`src/rtl/ins_fetcher.sv`:
```
// ins_fetcher: instruction fetch front end.
// Issues one fetch at a time to the ICache from the PC register, pushes each
// returned word (with its PC and the predictor's taken hint) into a circular
// instruction queue, and presents the queue head to the dispatcher.
//
// Ports
//   clk, rst            clock; synchronous active-high reset
//   rdy                 global enable; low freezes all state
//   ic_req_valid/addr   fetch request to ICache (held while waiting)
//   ic_resp_valid/ins   fetched word from ICache
//   pc_cur, ins_cur     current PC and fetched word to the predictor
//   pc_pred, pred_jump  predicted next PC and taken hint from the predictor
//   ins_valid/out/pc/pred_jump, dispatch_ready  queue head to dispatcher
//   rob_flush, rob_target_pc                    redirect from the ROB
module ins_fetcher #(
    parameter int IQ_DEPTH = 16,
    parameter int ADDR_W   = 32,
    parameter int INS_W    = 32
) (
    input  logic              clk,
    input  logic              rst,
    input  logic              rdy,
    output logic              ic_req_valid,
    output logic [ADDR_W-1:0] ic_req_addr,
    input  logic              ic_resp_valid,
    input  logic [INS_W-1:0]  ic_resp_ins,
    output logic [ADDR_W-1:0] pc_cur,
    output logic [INS_W-1:0]  ins_cur,
    input  logic [ADDR_W-1:0] pc_pred,
    input  logic              pred_jump,
    output logic              ins_valid,
    output logic [INS_W-1:0]  ins_out,
    output logic [ADDR_W-1:0] ins_pc,
    output logic              ins_pred_jump,
    input  logic              dispatch_ready,
    input  logic              rob_flush,
    input  logic [ADDR_W-1:0] rob_target_pc
);

    localparam int PTR_W = $clog2(IQ_DEPTH);
    localparam int CNT_W = PTR_W + 1;
    localparam logic [CNT_W-1:0] FULL_CNT = CNT_W'(IQ_DEPTH);

    typedef enum logic {
        IDLE = 1'b0,
        WAIT = 1'b1
    } state_e;

    state_e            state_q, state_d;
    logic [ADDR_W-1:0] pc_q, pc_d;
    logic [PTR_W-1:0]  head_q, head_d;
    logic [PTR_W-1:0]  tail_q, tail_d;
    logic [CNT_W-1:0]  count_q, count_d;

    // Queue storage; not reset, only entries below count are ever observed.
    logic [INS_W-1:0]  iq_ins_q  [IQ_DEPTH];
    logic [ADDR_W-1:0] iq_pc_q   [IQ_DEPTH];
    logic              iq_jump_q [IQ_DEPTH];

    logic push, pop;

    always_comb begin
        state_d = state_q;
        pc_d    = pc_q;
        head_d  = head_q;
        tail_d  = tail_q;
        count_d = count_q;
        push    = 1'b0;
        pop     = 1'b0;

        if (rdy) begin
            if (rob_flush) begin
                // Redirect wins over any response or pop in the same cycle.
                state_d = IDLE;
                pc_d    = rob_target_pc;
                head_d  = '0;
                tail_d  = '0;
                count_d = '0;
            end else begin
                pop = (count_q != '0) && dispatch_ready;

                case (state_q)
                    IDLE: begin
                        if (count_q != FULL_CNT) begin
                            state_d = WAIT;
                        end
                    end
                    WAIT: begin
                        // Request is only issued with a free slot and pops
                        // only free more, so a response always fits.
                        if (ic_resp_valid) begin
                            push    = 1'b1;
                            pc_d    = pc_pred;
                            state_d = IDLE;
                        end
                    end
                    default: state_d = IDLE;
                endcase

                if (push) begin
                    tail_d = tail_q + PTR_W'(1);
                end
                if (pop) begin
                    head_d = head_q + PTR_W'(1);
                end
                case ({push, pop})
                    2'b10:   count_d = count_q + CNT_W'(1);
                    2'b01:   count_d = count_q - CNT_W'(1);
                    default: count_d = count_q;
                endcase
            end
        end
    end

    always_ff @(posedge clk) begin
        if (rst) begin
            state_q <= IDLE;
            pc_q    <= '0;
            head_q  <= '0;
            tail_q  <= '0;
            count_q <= '0;
        end else begin
            state_q <= state_d;
            pc_q    <= pc_d;
            head_q  <= head_d;
            tail_q  <= tail_d;
            count_q <= count_d;
        end
    end

    always_ff @(posedge clk) begin
        if (!rst && push) begin
            iq_ins_q[tail_q]  <= ic_resp_ins;
            iq_pc_q[tail_q]   <= pc_q;
            iq_jump_q[tail_q] <= pred_jump;
        end
    end

    assign ic_req_valid  = (state_q == WAIT);
    assign ic_req_addr   = pc_q;
    assign pc_cur        = pc_q;
    assign ins_cur       = ic_resp_ins;
    assign ins_valid     = (count_q != '0);
    assign ins_out       = iq_ins_q[head_q];
    assign ins_pc        = iq_pc_q[head_q];
    assign ins_pred_jump = iq_jump_q[head_q];

endmodule

```
`config.mk`:
```
export PLATFORM = sky130hd
export DESIGN_NAME = ins_fetcher
export DESIGN_NICKNAME = d
export VERILOG_FILES = /design/src/rtl/ins_fetcher.sv
export SDC_FILE = /design/constraint.sdc
export NUM_CORES = 1
export LEC_CHECK = 0
export BUFFER_PORTS_ARGS = -buffer_cell sky130_fd_sc_hd__buf_2
export CAP_MARGIN = 0
export CORE_ASPECT_RATIO = 1.75
export CORE_MARGIN = 4
export CORE_UTILIZATION = 54
export DETAILED_ROUTE_END_ITERATION = 7
export GPL_ROUTABILITY_DRIVEN = 1
export PLACE_DENSITY = 0.78
export SYNTH_ARGS = -nofsm -noshare
export SYNTH_HDL_FRONTEND = slang
export SYNTH_SLANG_ARGS = --single-unit
```
`constraint.sdc`:
```
create_clock -name clk -period 3.24 [get_ports clk]
set_input_delay 0.324 -clock clk [delete_from_list [all_inputs] [get_ports clk]]
set_output_delay 0.324 -clock clk [all_outputs]
set_load 0.02 [all_outputs]
```
Yosys cells after proc, flatten, opt, wreduce, memory -nomap -nowiden

Memory sizes are Yosys's and may differ from the RTL's. A register that Yosys moved wholly into a read port is not among the register bits.
Cells that the tools add are included.

Flip-flop bits (word level): 46
Bits in writable memories: 1040
Bits of input ports: 103
Output and inout bits: 163
Word-level logic and storage cells: 56
Memories kept: 3

Memory list:

| name      | depth | width | rd ports | clocked after memory_dff | wr ports | RTL line | RTL |
|---|---|---|---|---|---|---|---|
| iq_ins_q  | 16    | 32    | 1        | 1                        | 1        | 56       | `logic [INS_W-1:0] iq_ins_q [IQ_DEPTH];` |
| iq_pc_q   | 16    | 32    | 1        | 1                        | 1        | 57       | `logic [ADDR_W-1:0] iq_pc_q [IQ_DEPTH];` |
| iq_jump_q | 16    | 1     | 1        | 1                        | 1        | 58       | `logic iq_jump_q [IQ_DEPTH];` |

$add $sub $neg: 4
Equal/unequal tests: 3
Muxes and demuxes: 27
Bitwise operators: 1
Reductions and logical operators: 13

Operators by type and width:

| operator                                          | count |
|---|---|
| 2-to-1 mux 32 bit                                 | 3 |
| 2-to-1 mux 4 bit                                  | 10 |
| 2-to-1 mux 1 bit                                  | 11 |
| one-hot mux 5 bit (2 select lines)                | 1 |
| adder 4 x 1 -> 4 bit (second input constant)      | 2 |
| nonzero test 2 bit                                | 4 |
| AND reduction 2 bit                               | 3 |
| adder 5 x 1 -> 5 bit (second input constant)      | 1 |
| 2-to-1 mux 5 bit                                  | 1 |
| != test 5 bit (second input constant)             | 1 |
| nonzero test 5 bit                                | 1 |
| subtractor 5 x 1 -> 5 bit (second input constant) | 1 |
| AND reduction 3 bit                               | 1 |
| nonzero test 3 bit                                | 1 |
| == test 2 x 1 -> 1 bit (second input constant)    | 1 |
| == test 2 bit (second input constant)             | 1 |
| logical AND 1 bit                                 | 2 |
| one-hot mux 1 bit (2 select lines)                | 1 |
| logical NOT 1 bit                                 | 1 |
| NOT 1 bit                                         | 1 |

Depth between registers and ports, before layout

Gate-level depths: netlist of run 1.

Word-level depth: 9
Depth in mapped cells: 10
Depth with buffers taken out: 9

Least setup slack after synthesis of run 1

Ideal clock, no wire load.

Kind: register to register
Start: register state_q, in the netlist ic_req_valid
End: memory iq_ins_q[10][0], enable pin
Library setup time: 430 ps
Arrival time: 2948 ps
Data required time: 2810 ps
Slack: -138 ps
Cell stages (with the launch flop): 5
Clock period less this slack: 3378 ps
Cell sequence: dfxtp_1 -> nand2_1 -> or3_1 -> nor3b_1 -> and2_1

Cells in the longest elaborated chain, start to end: 8

Ends and longest elaborated chain:

| item                                   | RTL line | RTL |
|---|---|---|
| start, declared                        | 49       | `state_e state_q, state_d;` |
| start signal, assigned                 | 123      | `state_q <= state_d;` |
| 2-to-1 mux 1 bit                       | 82       | `case (state_q)` |
| 2-to-1 mux 1 bit                       | 72       | `if (rob_flush) begin` |
| 2-to-1 mux 1 bit                       | 71       | `if (rdy) begin` |
| 2-to-1 mux 1 bit                       | 72       |  |
| 2-to-1 mux 1 bit                       | 71       |  |
| logical AND 1 bit                      | 132      | `if (!rst && push) begin` |
| 2-to-1 mux 1 bit                       | 132      |  |
| 2-to-1 mux 1 bit (implied by the code) | 133      | `iq_ins_q[tail_q] <= ic_resp_ins;` |
| end, declared                          | 56       |  |

No other way between the ends. The select of a mux whose other input is x is not followed.

==> flow_summary.json, run 1 <==
{
  "core_area_um2": 76620,
  "die_h_um": 376.5,
  "synthMuxAreaShare_pct": 18.28,
  "synth_top_family_by_area": "multiplexers",
  "final_common_cell": "edfxtp_1",
  "grt_pass1_wl_um": 142900,
  "drc": 0,
  "syn2layout_area_growth_pct": 15.66,
  "slowest_delay_ps": 510,
  "yosysSeqAreaShare_pct": 76.93,
  "drtPass1Iterations": 5,
  "num-nets-final": 2225,
  "start_util_pct": 54.68,
  "ant_nets": 0,
  "synth-main-ff-cell": "edfxtp_1",
  "crit_top_cell": "mux4_2",
  "cts_buffer_depth": 3,
  "fin_area_um2": 48460,
  "r2r_end": "count_q[4]$_SDFFE_PP0P_",
  "slew_viol_final": 0,
  "setup_violations": 0,
  "power-per-cell-area_nw_per_um2": 564.1,
  "antenna_found_initial": 0,
  "hold_path_class": "in -> reg",
  "grt_max_degree": 99,
  "grt_usage_pct": 23.93,
  "preCtsSetupSlack_ps": 573.9,
  "async_flop_share_pct": 0,
  "final_cell_mix": "edfxtp_1 (1040), mux4_2 (325), buf_2 (264)",
  "cts_root_buf": "clkbuf_16",
  "synthSimpleGateAreaFrac_pct": 1.177,
  "cp_slowest_cell": "mux4_2",
  "cp_max_fo": 14,
  "cp_num_cells": 5,
  "die_x_um": 218.6,
  "slew_headroom_pct": 42.66,
  "fin_ws_ps": 54.20,
  "synth_edf_count": 1040,
  "min_period_ps": 3186,
  "num_vias": 19959,
  "r2r-start": "count_q[1]$_SDFFE_PP0P_",
  "syn-cell-area_um2": 41900,
  "overflow": 0,
  "crit_end": "ins_out[3]",
  "fin_cells": 3204,
  "tns_ps": 0,
  "status": "completed",
  "avgRoutedWirePerCell_um": 30.18,
  "post_cts_buffers": 0,
  "power.leakage_nw": 15.52,
  "cp_num_buf_inv": 3,
  "clkSinkCount": 1090,
  "first_iter_violations": 2311,
  "routed_via_density": 6.229,
  "synth-compound-area-share_pct": 1.108,
  "grt_pass1_vias": 21105,
  "ys_top_cells_by_area": "edfxtp_1 (75%), mux4_2 (17%), dfxtp_1 (2.4%)",
  "timing.final.crit_share_pct": 98.33,
  "ys_types": 44,
  "yosys.area.top_type": "edfxtp_1",
  "row_count": 134,
  "synthXorXnorAreaFrac_pct": 0.06272,
  "gp_congestion": 0.7719,
  "syn_inst": 1786,
  "pin_count": 266,
  "avgSynthCellArea_um2": 23.46,
  "path_cells": "buf_8, bufbuf_16, mux4_2, mux4_2, buf_2",
  "synth_top_cell_area_share_pct": 74.54,
  "rrSetupSlack_ps": 510,
  "ys_ff_latch": 1090,
  "max_freq_ghz": 0.3139,
  "h-tree-depth": 3,
  "finalWirelength_um": 96690,
  "placed_area_um2": 44720,
  "crit_path_end_kind": "primary output",
  "multi_input_area_um2": 8782,
  "drive_gt1_share_pct": 37.36,
  "portBuffers": 265,
  "dp_hpwl_um": 53070,
  "finClkSkew_ps": 20.34,
  "cp.required_ps": 2920,
  "seqCellArea_um2": 32250,
  "ir_drop_mv": 0.3777,
  "insertion_delay_ps": 670,
  "dp.cells": 2981,
  "rsz0062_at_grt": "yes",
  "syn_nets": 1896,
  "maxCapViolCount": 0,
  "startpoint_type": "flop",
  "yosysWarnings": 0,
  "path_clk_slew_ps": 70,
  "cts_tree": "yes",
  "finalPower_w": 0.02733,
  "fillers": 4956,
  "hold_violations": 0,
  "crit_arrival_ps": 2860,
  "worstSetupPathType": "reg -> out",
  "critical-path-top-delay-family": "multiplexers",
  "worstMarginPinSlew_ps": 858.9,
  "synth_adder_area_share_pct": 0.2091,
  "diodes": 0,
  "cts_buffers": 92,
  "reg2reg_depth": 8,
  "die_area_um2": 82280
}
## cells in the mapped netlist (2+ instances only)
| master | instances |
|---|---|
| nand2_1 | 11 |
| or3_1 | 3 |
| mux2i_1 | 34 |
| o21a_1 | 2 |
| dfxtp_1 | 50 |
| a211oi_1 | 33 |
| nand4_1 | 3 |
| clkbuf_8 | 2 |
| clkbuf_1 | 50 |
| buf_6 | 2 |
| ha_1 | 7 |
| nor2_1 | 48 |
| and2_1 | 12 |
| nor3_1 | 4 |
| o31ai_1 | 4 |
| inv_1 | 6 |
| o21ai_0 | 6 |
| edfxtp_1 | 1040 |
| buf_1 | 6 |
| xor2_1 | 3 |
| buf_2 | 31 |
| nor3b_1 | 2 |
| and4_1 | 4 |
| nand3_1 | 4 |
| buf_4 | 66 |
| a21oi_1 | 11 |
| mux4_2 | 325 |
## per-layer routing
metal / part of all wire (%) / track usage (%) / wire length [um] / vias up
met2: 54 / 42.55 / 52630 / 957
met4: 2.0 / 6.049 / 1940 / 0
li1: - / - / - / 8215
met3: 7.1 / 3.485 / 6819 / 116
met5: 0 / 0 / 0 / -
met1: 37 / 31.44 / 35300 / 10671
## sequential cells by signal (all words and copies together), names as in the netlist, named ones only
register and cells:
iq_ins_q 512, iq_pc_q 512, ic_req_addr 32, iq_jump_q 16
count_q 5, head_q 4, tail_q 4, ic_req_valid 1
## timing repair
action                                 4_1_cts  5_1_grt
cloned                                       3        0
resized for setup                           12        4
hold buffers                                57        0
endpoints found under the hold margin       97        0
setup endpoints to repair                   42       11
## logic make-up after synthesis
kind of cell             after synthesis
flip-flops                          1090
multiplexers                         359
buffers and inverters                163
AND/OR/NAND/NOR                       98
AO/OA/AOI/OAI                         66
adder cells (fa/ha/maj)                7
XOR/XNOR                               3
## cell type report
cell class / instances / area share [%]
well taps: 1020 / 2.634
inverters: 6 / 0.04648
repair buffers: 392 / 6.476
clock buffers: 126 / 5.286
clock inverters: 37 / 0.8882
multi-input cells: 533 / 18.12
flip-flops and latches: 1090 / 66.55
## power breakdown
| part | switching, W | internal (W) | leakage [nW] |
|---|---|---|---|
| clock | 0.00490 | 0.00612 | 1.46 |
| sequential | 0.000161 | 0.0155 | 9.92 |
| combinational | 0.000406 | 0.000260 | 4.14 |
| total | 0.00547 | 0.0219 | 15.5 |
## through the flow
| stage | hold slack (ps) | util [%] |
|---|---|---|
| finish | 39.09 | 63.24 |
| global route | 30.25 | 63.24 |
| CTS | 0.3396 | 63.21 |
| detailed placement | 498.5 | 58.36 |
| global placement | 484.2 | 58.36 |
| floorplan | 422.9 | - |
## worst min path at each step
stage | start | to | slack [ps] | cells past startpoint
finish | ic_resp_ins[6] | iq_ins_q[5][6]$_DFFE_PP_ | 40 | 1
global route | ic_resp_ins[6] | iq_ins_q[6][6]$_DFFE_PP_ | 30 | 1
CTS | ic_resp_ins[28] | iq_ins_q[10][28]$_DFFE_PP_ | 0.3 | 1
detailed placement | head_q[3]$_SDFFE_PP0P_ | flop | 500 | 2
global placement | head_q[3]$_SDFFE_PP0P_ | flop | 480 | 2
floorplan | ic_resp_ins[0] | iq_ins_q[0][0]$_DFFE_PP_ | 420 | 0
Note: power is estimated with default switching activity, not from simulation.
==> run 2, diff against run 1 <==
- PLACE_DENSITY: 0.78 -> default
- PLACE_DENSITY_LB_ADDON: default -> 0.2
==> flow_summary.json, run 2 (synthesized netlist as in run 1, its figures left out) <==
{
  "rsz0062_at_grt": "yes",
  "insertion_delay_ps": 660,
  "p_sw_w": 0.005478,
  "startpoint_type": "flop",
  "first_iter_violations": 2149,
  "switching_share_pct": 20.07,
  "setup_violations": 0,
  "antenna_found_initial": 0,
  "grt_max_degree": 54,
  "core_area_um2": 76620,
  "top_layer": "met4",
  "fin_ws_ps": 94.62,
  "crit_top_cell": "mux4_2",
  "pwr-share-clk_pct": 40.2,
  "pin_count": 266,
  "worstSetupPathType": "reg -> out",
  "start_util_pct": 54.68,
  "p_seq_share_pct": 57.4,
  "num_vias": 19604,
  "die_area_um2": 82280,
  "cp_slowest_cell": "mux4_2",
  "portBuffers": 265,
  "path_clk_slew_ps": 70,
  "drtPass1Iterations": 7,
  "cts_buffer_depth": 3,
  "finClkSkew_ps": 12.89,
  "timing.final.crit_share_pct": 97.08,
  "final_common_cell": "edfxtp_1",
  "clkSinkCount": 1090,
  "worstMarginPinSlew_ps": 806.1,
  "cp.required_ps": 2920,
  "dp_hpwl_um": 52640,
  "status": "completed",
  "diodes": 0,
  "avgRoutedWirePerCell_um": 28.55,
  "drc": 0,
  "hold_path_class": "in -> reg",
  "min_period_ps": 3145,
  "combinationalPowerShare_pct": 2.4,
  "route.met3.wl_um": 5410,
  "ant_nets": 0,
  "fillers": 5043,
  "maxCapViolCount": 0,
  "hold_violations": 0,
  "crit_arrival_ps": 2820,
  "overflow": 0,
  "h-tree-depth": 3,
  "routed_via_density": 6.034,
  "row_count": 134,
  "power-per-cell-area_nw_per_um2": 558.2,
  "drive_gt1_share_pct": 38.27,
  "grt_pass1_vias": 20820,
  "die_h_um": 376.5,
  "cts_buffers": 92,
  "finalWirelength_um": 92760,
  "grt_usage_pct": 22.91,
  "ir_drop_mv": 0.3767,
  "preCtsSetupSlack_ps": 512.2,
  "final_cell_mix": "edfxtp_1 (1040), mux4_2 (325), buf_2 (263)",
  "slew_viol_final": 0,
  "path_cells": "buf_6, bufbuf_16, mux4_2, mux4_2, buf_2",
  "num-nets-final": 2264,
  "cp_max_fo": 11,
  "tns_ps": 0,
  "wl_met2_um": 50410,
  "syn2layout_area_growth_pct": 16.69,
  "met1_length_um": 35460,
  "power.leakage_nw": 15.73,
  "intPower_w": 0.02181,
  "fin_area_um2": 48890,
  "slew_headroom_pct": 46.18,
  "cts_root_buf": "clkbuf_16",
  "cts_tree": "yes",
  "crit_path_end_kind": "primary output",
  "die_x_um": 218.6,
  "grt_pass1_wl_um": 137600,
  "max_freq_ghz": 0.3179,
  "placed_area_um2": 44960,
  "gp_congestion": 0.7551,
  "slowest_delay_ps": 540
}
run 2: power by group through the flow:
stage / Combinational (W) / Sequential (W) / Clock (W)
floorplan: 0.000330 / 0.0159 / 0
global placement: 0.000570 / 0.0159 / 0
detailed placement: 0.000584 / 0.0160 / 0
CTS: 0.000668 / 0.0157 / 0.0112
global route: 0.000723 / 0.0157 / 0.0118
finish: 0.000666 / 0.0157 / 0.0110
run 2: critical path: cells and delay by family, from the launching register on:
family | cells | cell delay (ps)
DFF | 1 | 450
muxes | 2 | 1050
buffers and inverters | 3 | 650
run 2: repair_timing:
action                                 CTS  global route
endpoints found under the hold margin  153             0
gates cloned                             2             1
buffers inserted                         4             2
gates resized for setup                  6             7
hold buffers                            74             0
setup endpoints to repair               39            24
run 2: metal layers:
metal  up-vias  GRT usage, %
met5         -             0
met3       105         3.364
met2       668         40.45
met4         0         5.214
li1       8289             -
met1     10542         30.62
run 2: per-stage QoR:
step	hold slack, ps	power [W]	std cells	util, %
after floorplan	422.9	0.01626	1786	-
after global placement	475.6	0.01652	2997	58.68
after detailed placement	484.5	0.01655	2997	58.68
after CTS	0.3809	0.02753	3246	63.72
after global routing	28.27	0.02818	3249	63.81
final	50.23	0.02729	3249	63.81
run 2: cell type report:
class	instances	area (um^2)	area share, %
clock buffers	109	2439	4.988
well taps	1020	1276	2.610
multi-input cells	533	8782	17.96
flip-flops and latches	1090	32250	65.96
inverters	6	22.52	0.04607
clock inverters	60	543.0	1.111
repair buffers	431	3580	7.322
run 2: worst paths after layout:
path,startpoint,endpoint,slack [ps],depth (start not counted)
max,flop,ins_pc[1],90,5
min,ic_resp_ins[24],iq_ins_q[5][24]$_DFFE_PP_,50,1
max reg2reg,ic_req_valid$_SDFFE_PP0P_,iq_ins_q[10][9]$_DFFE_PP_,530,5
min reg2reg,head_q[3]$_SDFFE_PP0P_,flop,500,2
==> run 3, diff against run 2 <==
- PLACE_DENSITY: default -> 0.77
- PLACE_DENSITY_LB_ADDON: 0.2 -> default
==> flow_summary.json, run 3 (synthesized netlist as in run 1, its figures left out) <==
{
  "status": "completed",
  "power.leakage_nw": 15.51,
  "overflow": 0,
  "crit_arrival_ps": 2840,
  "power-per-cell-area_nw_per_um2": 559.1,
  "cp.required_ps": 2920,
  "cts_root_buf": "clkbuf_16",
  "preCtsSetupSlack_ps": 569.0,
  "slew_headroom_pct": 43.53,
  "final_cell_mix": "edfxtp_1 (1040), mux4_2 (325), buf_2 (265)",
  "worstSetupPathType": "reg -> out",
  "row_count": 134,
  "route.met3.wl_um": 6826,
  "avgRoutedWirePerCell_um": 29.78,
  "grt_pass1_vias": 20998,
  "tns_ps": 0,
  "multi_input_area_um2": 8782,
  "drive_gt1_share_pct": 37.95,
  "dp_hpwl_um": 52220,
  "hold_ws_ps": 44.42,
  "startpoint_type": "flop",
  "num-nets-final": 2232,
  "grt_usage_pct": 23.77,
  "worstMarginPinSlew_ps": 836.1,
  "path_clk_slew_ps": 70,
  "setup_violations": 0,
  "slowest_delay_ps": 530,
  "core_area_um2": 76620,
  "critical-path-top-delay-family": "multiplexers",
  "hold_path_class": "in -> reg",
  "h-tree-depth": 3,
  "diodes": 0,
  "antenna_found_initial": 0,
  "die_area_um2": 82280,
  "finalPower_w": 0.02709,
  "drc": 0,
  "top_layer": "met4",
  "portBuffers": 265,
  "drtPass1Iterations": 6,
  "wl_met2_um": 51380,
  "cts_tree": "yes",
  "finalWirelength_um": 95740,
  "die_h_um": 376.5,
  "slew_viol_final": 0,
  "die_x_um": 218.6,
  "syn2layout_area_growth_pct": 15.64,
  "num_vias": 19994,
  "cp_slowest_cell": "mux4_2",
  "max_freq_ghz": 0.3163,
  "path_cells": "buf_16, buf_16, mux4_2, mux4_2, buf_2",
  "routed_via_density": 6.219,
  "hold_violations": 0,
  "fillers": 4933,
  "finClkSkew_ps": 22.13,
  "timing.final.crit_share_pct": 97.58,
  "grt_pass1_wl_um": 142300,
  "grt_max_degree": 66,
  "first_iter_violations": 2282,
  "cts_buffer_depth": 3,
  "final_common_cell": "edfxtp_1",
  "min_period_ps": 3162,
  "gp_congestion": 0.7872,
  "ir_drop_mv": 0.3916,
  "met1_length_um": 35810,
  "cp_num_buf_inv": 3,
  "rsz0062_at_grt": "yes",
  "fin_ws_ps": 78.36,
  "ant_nets": 0,
  "pin_count": 266,
  "crit_path_end_kind": "primary output",
  "cp_max_fo": 24,
  "clkSinkCount": 1090,
  "seqCellArea_um2": 32250,
  "insertion_delay_ps": 670,
  "maxCapViolCount": 0,
  "start_util_pct": 54.68,
  "cts_buffers": 89
}
==> run 3: cell count changes in the layout (fill, tap and decap cells not counted), sizes merged, moves of 2 or more <==
cell and change:
buf -8, bufbuf -2, clkbuf -10, clkinv +4
dlygate4sd3 -18, inv -2
==> run 3: repair_timing <==
item / in CTS / in global routing
buffers inserted: 3 / 0
setup endpoints to repair: 57 / 9
hold endpoints to repair: 111 / 0
gates resized for setup: 4 / 2
hold buffers: 56 / 0
cloned: 1 / 0
==> run 3: layout make-up <==
cell class	count	area share, %
inverter	6	0.04649
clock inverter	64	1.263
clock buffer	100	4.747
sequential	1090	66.56
tap	1020	2.634
timing repair buffer	402	6.622
multi-input combinational	533	18.13
==> run 3: path summary, 6_finish.rpt <==
path / from / end / slack, ps / depth (start not counted)
setup reg to reg: count_q[0]$_SDFFE_PP0P_ / count_q[4]$_SDFFE_PP0P_ / 510 / 8
hold reg to reg: head_q[3]$_SDFFE_PP0P_ / head_q[3]$_SDFFE_PP0P_ / 510 / 2
setup / recovery: flop / ins_out[7] / 80 / 5
hold / removal: rob_target_pc[18] / ic_req_addr[18]$_SDFFE_PP0P_ / 40 / 3
==> run 3: routing by layer <==
metal / up-vias / track usage, %
met5: - / 0
met4: 0 / 5.632
met3: 116 / 3.122
met2: 1000 / 41.24
met1: 10677 / 32.66
li1: 8201 / -
==> run 3: per-stage QoR <==
stage / utilization, % / instance area, um^2 / instances
floorplan: - / 41910 / 1786
global placement: 58.59 / 44890 / 2991
detailed placement: 58.59 / 44890 / 2991
CTS: 63.23 / 48450 / 3215
global route: 63.23 / 48450 / 3215
finish: 63.23 / 48450 / 3215
==> run 3: worst min-delay path, cell delays in order <==
cell      delay [ps]
buf_2            100
mux2i_1          150
a211oi_1          90
==> run 3: power breakdown <==
part / switching, W / internal (W) / total (W)
Combinational: 0.000397 / 0.000258 / 0.000655
Sequential: 0.000164 / 0.0155 / 0.0156
Clock: 0.00491 / 0.00588 / 0.0108
Total: 0.00547 / 0.0216 / 0.0271
